===== config.mk =====
export PLATFORM = sky130hd
export DESIGN_NAME = uart_rx_flat
export DESIGN_NICKNAME = d
export VERILOG_FILES = /design/src/rtl/uart_rx_if.sv /design/src/rtl/uart_rx.sv /design/src/flat_wrapper.sv
export SDC_FILE = /design/constraint.sdc
export NUM_CORES = 1
export LEC_CHECK = 0
export BUFFER_PORTS_ARGS = -buffer_cell sky130_fd_sc_hd__buf_2
export CAP_MARGIN = 20
export CORE_ASPECT_RATIO = 1.2
export CORE_MARGIN = 2
export CORE_UTILIZATION = 35
export CTS_BUF_LIST = sky130_fd_sc_hd__clkbuf_16
export DETAILED_ROUTE_END_ITERATION = 7
export HOLD_SLACK_MARGIN = 0.06
export SLEW_MARGIN = 10
export SYNTH_ARGS = -nofsm -noshare
export SYNTH_HDL_FRONTEND = slang
export SYNTH_SLANG_ARGS = --single-unit

===== constraint.sdc =====
create_clock -name clk -period 3.1 [get_ports clk]
set_clock_uncertainty 0.15 [all_clocks]
set_input_delay 0.155 -clock clk [delete_from_list [all_inputs] [get_ports clk]]
set_output_delay 0.155 -clock clk [all_outputs]
set_load 0.01 [all_outputs]

===== src/rtl/uart_rx_if.sv =====
// uart_rx_if: receive-side handshake bundle between uart_rx and its consumer.
// master drives rx_data/rx_valid/rx_busy/frame_err/overrun, slave drives rx_ready.
interface uart_rx_if;
  logic [7:0] rx_data;
  logic       rx_valid;
  logic       rx_ready;
  logic       rx_busy;
  logic       frame_err;
  logic       overrun;

  modport master (
    output rx_data,
    output rx_valid,
    output rx_busy,
    output frame_err,
    output overrun,
    input  rx_ready
  );

  modport slave (
    input  rx_data,
    input  rx_valid,
    input  rx_busy,
    input  frame_err,
    input  overrun,
    output rx_ready
  );
endinterface


===== src/rtl/uart_rx.sv =====
// uart_rx: 8N1 receiver, mid-bit sampling, one-entry holding register.
// Ports: clk, rst (async high), rx pin, baud_div (bit period - 1), bus (master).
module uart_rx #(
  parameter int SYNC_STAGES = 2
) (
  input  logic        clk,
  input  logic        rst,
  input  logic        rx,
  input  logic [15:0] baud_div,
  uart_rx_if.master   bus
);

  typedef enum logic [1:0] {
    S_IDLE,
    S_START,
    S_DATA,
    S_STOP
  } state_t;

  state_t state_q, state_d;

  logic [SYNC_STAGES-1:0] sync_q;
  logic                   prev_q;
  logic                   rx_s;

  logic [15:0] div_q, div_d;
  logic [15:0] cnt_q, cnt_d;
  logic [2:0]  bit_q, bit_d;
  logic [7:0]  shift_q, shift_d;
  logic [7:0]  data_q, data_d;
  logic        valid_q, valid_d;
  logic        fe_q, fe_d;
  logic        ov_q, ov_d;
  logic        good;

  assign rx_s = sync_q[SYNC_STAGES-1];

  always_ff @(posedge clk or posedge rst) begin
    if (rst) begin
      sync_q <= '1;
      prev_q <= 1'b1;
    end else begin
      sync_q <= {sync_q[SYNC_STAGES-2:0], rx};
      prev_q <= rx_s;
    end
  end

  always_ff @(posedge clk or posedge rst) begin
    if (rst) begin
      state_q <= S_IDLE;
      div_q   <= '0;
      cnt_q   <= '0;
      bit_q   <= '0;
      shift_q <= '0;
      data_q  <= '0;
      valid_q <= 1'b0;
      fe_q    <= 1'b0;
      ov_q    <= 1'b0;
    end else begin
      state_q <= state_d;
      div_q   <= div_d;
      cnt_q   <= cnt_d;
      bit_q   <= bit_d;
      shift_q <= shift_d;
      data_q  <= data_d;
      valid_q <= valid_d;
      fe_q    <= fe_d;
      ov_q    <= ov_d;
    end
  end

  always_comb begin
    state_d = state_q;
    div_d   = div_q;
    cnt_d   = cnt_q;
    bit_d   = bit_q;
    shift_d = shift_q;
    data_d  = data_q;
    valid_d = valid_q;
    fe_d    = 1'b0;
    ov_d    = 1'b0;
    good    = 1'b0;

    unique case (state_q)
      S_IDLE: begin
        // edge detect: a line held low after a break never re-arms
        if (prev_q && !rx_s) begin
          state_d = S_START;
          div_d   = baud_div;
          cnt_d   = '0;
          bit_d   = '0;
        end
      end
      S_START: begin
        if (cnt_q == {1'b0, div_q[15:1]}) begin
          cnt_d = '0;
          if (!rx_s) state_d = S_DATA;
          else       state_d = S_IDLE;
        end else begin
          cnt_d = cnt_q + 16'd1;
        end
      end
      S_DATA: begin
        if (cnt_q == div_q) begin
          shift_d = {rx_s, shift_q[7:1]};
          cnt_d   = '0;
          bit_d   = bit_q + 3'd1;
          if (bit_q == 3'd7) state_d = S_STOP;
        end else begin
          cnt_d = cnt_q + 16'd1;
        end
      end
      S_STOP: begin
        // leave immediately so a back-to-back start bit is seen
        if (cnt_q == div_q) begin
          state_d = S_IDLE;
          cnt_d   = '0;
          if (rx_s) good = 1'b1;
          else      fe_d = 1'b1;
        end else begin
          cnt_d = cnt_q + 16'd1;
        end
      end
      default: state_d = S_IDLE;
    endcase

    if (valid_q && bus.rx_ready) valid_d = 1'b0;

    // a drain in the same cycle frees the slot for the new byte
    if (good) begin
      if (!valid_q || bus.rx_ready) begin
        data_d  = shift_q;
        valid_d = 1'b1;
      end else begin
        ov_d = 1'b1;
      end
    end
  end

  assign bus.rx_data   = data_q;
  assign bus.rx_valid  = valid_q;
  assign bus.rx_busy   = (state_q != S_IDLE);
  assign bus.frame_err = fe_q;
  assign bus.overrun   = ov_q;

endmodule


===== src/flat_wrapper.sv =====
// flat-port wrapper written by rule: the top's interface ports become plain ports
module uart_rx_flat 
#(
  parameter int SYNC_STAGES = 2
)
  (clk, rst, rx, baud_div, bus_rx_data, bus_rx_valid, bus_rx_busy, bus_frame_err, bus_overrun, bus_rx_ready);
  uart_rx_if bus_i ();
  input  logic clk;
  input  logic rst;
  input  logic rx;
  input  logic [15:0] baud_div;
  output wire logic [$bits(bus_i.rx_data)-1:0] bus_rx_data;
  output wire logic [$bits(bus_i.rx_valid)-1:0] bus_rx_valid;
  output wire logic [$bits(bus_i.rx_busy)-1:0] bus_rx_busy;
  output wire logic [$bits(bus_i.frame_err)-1:0] bus_frame_err;
  output wire logic [$bits(bus_i.overrun)-1:0] bus_overrun;
  input wire logic [$bits(bus_i.rx_ready)-1:0] bus_rx_ready;
  assign bus_rx_data = bus_i.rx_data;
  assign bus_rx_valid = bus_i.rx_valid;
  assign bus_rx_busy = bus_i.rx_busy;
  assign bus_frame_err = bus_i.frame_err;
  assign bus_overrun = bus_i.overrun;
  assign bus_i.rx_ready = bus_rx_ready;
  uart_rx #(.SYNC_STAGES(SYNC_STAGES)) u_core (.clk(clk), .rst(rst), .rx(rx), .baud_div(baud_div), .bus(bus_i));
endmodule

==> results.yml <==
min_path:
  hold_class: "reg -> reg"
sta:
  worst_slack_ns: 0.637
  slew_headroom: 0.506
  setup_violations: 0
  rsz0062_at_grt: "no"
  max_freq_mhz: 406
  fin_setup_tns_ns: 0
  period_share: 0.794
  maxSlewViolCount: 0
  finalHoldViolations: 0
  fin_crit_ns: 2.46
  worst_pin_slew_ns: 0.740
die:
  core_sq_um: 8110
  die_x_um: 87.3
  dieArea_sq_um: 9070
  initial_core_util: 0.359
  fp-row-count: 36
  ios: 32
  die_y_um: 104
pwr:
  p_clk_frac: 0.370
  internal-power_mw: 1.95
  peakVddDrop_mv: 0.433
  leakage_nw: 1.67
  p_sw_mw: 0.829
  combPwrFrac: 0.234
  p_per_area_nw_per_um2: 769
  swShare: 0.298
  seq_power_share: 0.397
global_routing:
  grt_first_pass_wirelength_um: 9710
  grt_pass1_vias: 1981
  globalRouteOverflowTotal: 0
  grt_max_degree: 60
  grt.total_usage: 0.141
  antenna_found_initial: 0
final_layout:
  drive_above_1_share: 0.281
  final_nets: 324
  diodes: 0
  syn2layout_area_growth_pct: 24.1
worst_setup_path:
  cpPeakStageDelay_ns: 0.53
  worstSetupPathType: "reg -> reg"
  cpMaxStageDelayCell: "or4_1"
  cpLargestDelayFamily: "simple AND/OR/NAND/NOR gates"
  path_max_fanout: 26
  end_kind: "register"
  worstPathRequired_ns: 3.16
  cp.arrival_ns: 2.52
  path_buf_inv: 0
  crit_path_start_kind: "register"
  crit_chain: "xor2_1 -> or4_1 -> nor4_2 -> o22a_4 -> nor3_1 -> a211o_1"
synth:
  ys_ff_latch: 59
  syn-num-nets: 276
  ys_seq_area_frac: 0.508
  yosysWarnings: 0
  syn_area_per_cell_sq_um: 11.5
  synth_cell_types: 39
  syn_inst: 253
  synthesis.area_sq_um: 2910
placed_design:
  gp_congestion: 0.849
  port_buffers: 31
  dp_slack_ns: 0.623
  hpwl_um: 3950
routing:
  wl_um: 5790
  firstDrtPassIters: 4
  wl_per_cell_um: 14.4
  avgViaCountPerCell: 4.91
  remaining_drc_errors: 0
  vias: 1967
  antenna_left: 0
  drt_iter0_markers: 67
clock_tree:
  clk_pin_slew_worst_paths_ns: 0.05
  ctsHtreeMaxLevel: 3
  clock-sinks: 59
  cts_tree: "yes"
  ctsResizeCount: 0
  clockBufferDepth: 2
  cts_root_buf: "clkbuf_16"
  cts_buffers: 9
  post_cts_buffers: 0
  clock_latency_ns: 0.33
run_status:
  status: "finished, final reports clean"
flow_run:
  cap_violations: 0
## cell usage in the layout (no fill, tap or decap), types with 4 or more instances in the layout
cell,instances
clkinv_1,4
nor3b_1,5
nand4_1,8
nand2_1,19
mux2_2,32
dlygate4sd3_1,19
a21o_1,7
buf_2,31
and3_1,5
o21ai_0,15
dfrtp_1,56
nand3_1,5
inv_1,8
xor2_1,7
nor2_1,7
xnor2_1,29
clkbuf_16,9
## worst paths after layout
path | end | slack, ns | start | cells past startpoint
setup reg to reg | u_core.cnt_q[4] | 0.64 | u_core.cnt_q[1] | 6
hold / removal | u_core.sync_q[1] | 0.21 | u_core.sync_q[0] | 0
max in group asynchronous | u_core.cnt_q[10] | 1.87 | rst | 4
min in group asynchronous | u_core.bus.rx_data[3] | 0.44 | rst | 4
setup / recovery | u_core.cnt_q[4] | 0.64 | u_core.cnt_q[1] | 6
hold reg to reg | u_core.sync_q[1] | 0.21 | u_core.sync_q[0] | 0
## Yosys cell counts (all sizes together)
cell type | number | area [sq um]
dfrtp | 56 | 1400
mux2 | 32 | 360
xnor2 | 29 | 254
nand2 | 19 | 71.3
o21ai | 16 | 80.1
buf | 9 | 62.6
inv | 9 | 33.8
nand4 | 8 | 50.1
a21o | 7 | 52.6
nand3 | 7 | 52.6
nor2 | 7 | 26.3
xor2 | 7 | 61.3
clkbuf | 6 | 23.8
and3 | 5 | 31.3
nor3b | 5 | 37.5
nor4 | 4 | 46.3
dfstp | 3 | 78.8
ha | 3 | 37.5
nand3b | 3 | 22.5
nor3 | 3 | 15.0
a21oi | 2 | 10.0
and2 | 2 | 12.5
nand2b | 2 | 12.5
or4 | 2 | 15.0
a211o | 1 | 8.76
a31oi | 1 | 6.26
mux2i | 1 | 10.0
o211ai | 1 | 7.51
o22a | 1 | 17.5
o22ai | 1 | 6.26
or3 | 1 | 6.26
## routing by layer
layer	track usage	wire length, um	up-vias
met5	0	0	-
met4	0.0692	104	0
met3	0.0413	213	10
met2	0.230	2910	37
met1	0.166	2560	952
li1	-	-	968
## cells by family after synthesis
group                      Yosys count  share of synthesized area
adders and majority gates            3                     0.0129
DFF                                 59                      0.508
muxes                               33                      0.127
and+or+nand+nor                     68                      0.137
AOI/OAI and AO/OA                   30                     0.0649
buffers and inverters               24                     0.0412
xor gates and xnor gates            36                      0.108
## worst reg2reg max path: stages (launching register included)
cell and delay (ns):
dfrtp_1 0.46, xor2_1 0.17, or4_1 0.53, nor4_2 0.31, o22a_4 0.37, nor3_1 0.09, a211o_1 0.27
## metrics by stage
stage	util	cells	instance area [sq um]	hold slack, ns	power, mW
global route	0.446	401	3610	0.213	2.94
finish	0.446	401	3610	0.206	2.78
global placement	0.384	366	3110	0.111	1.74
CTS	0.446	401	3610	0.207	2.82
floorplan	-	253	2910	0.00948	1.61
detailed placement	0.384	366	3110	0.111	1.75
## registers in the layout (all words and copies together), names as in the netlist, named ones only
signal,cells
u_core.state_q,1
u_core.shift_q,8
u_core.bus.overrun,1
u_core.bit_q,3
u_core.bus.rx_valid,1
u_core.prev_q,1
u_core.cnt_q,16
u_core.bus.frame_err,1
u_core.div_q,16
u_core.bus.rx_data,8
u_core.sync_q,2
## power groups by stage
stage | Combinational, mW | Clock, mW | Sequential (mW)
2_1_floorplan | 0.563 | 0 | 1.05
4_1_cts | 0.657 | 1.06 | 1.10
5_1_grt | 0.718 | 1.09 | 1.13
6_report | 0.650 | 1.03 | 1.10
3_3_place_gp | 0.627 | 0 | 1.11
3_5_place_dp | 0.633 | 0 | 1.12
## what timing repair did
| item | CTS | global route |
|---|---|---|
| hold buffers | 19 | 0 |
| endpoints found under the setup margin | 0 | 0 |
| endpoints found under the hold margin | 75 | 0 |
## cell type report
class / instances / area [sq um]
well taps: 95 / 119
clock inverters: 7 / 82.6
flip-flops and latches: 59 / 1480
multi-input cells: 170 / 1310
inverters: 9 / 33.8
clock buffers: 9 / 225
fillers: 761 / 4500
repair buffers: 52 / 360
(Power assumes the default switching activity.)
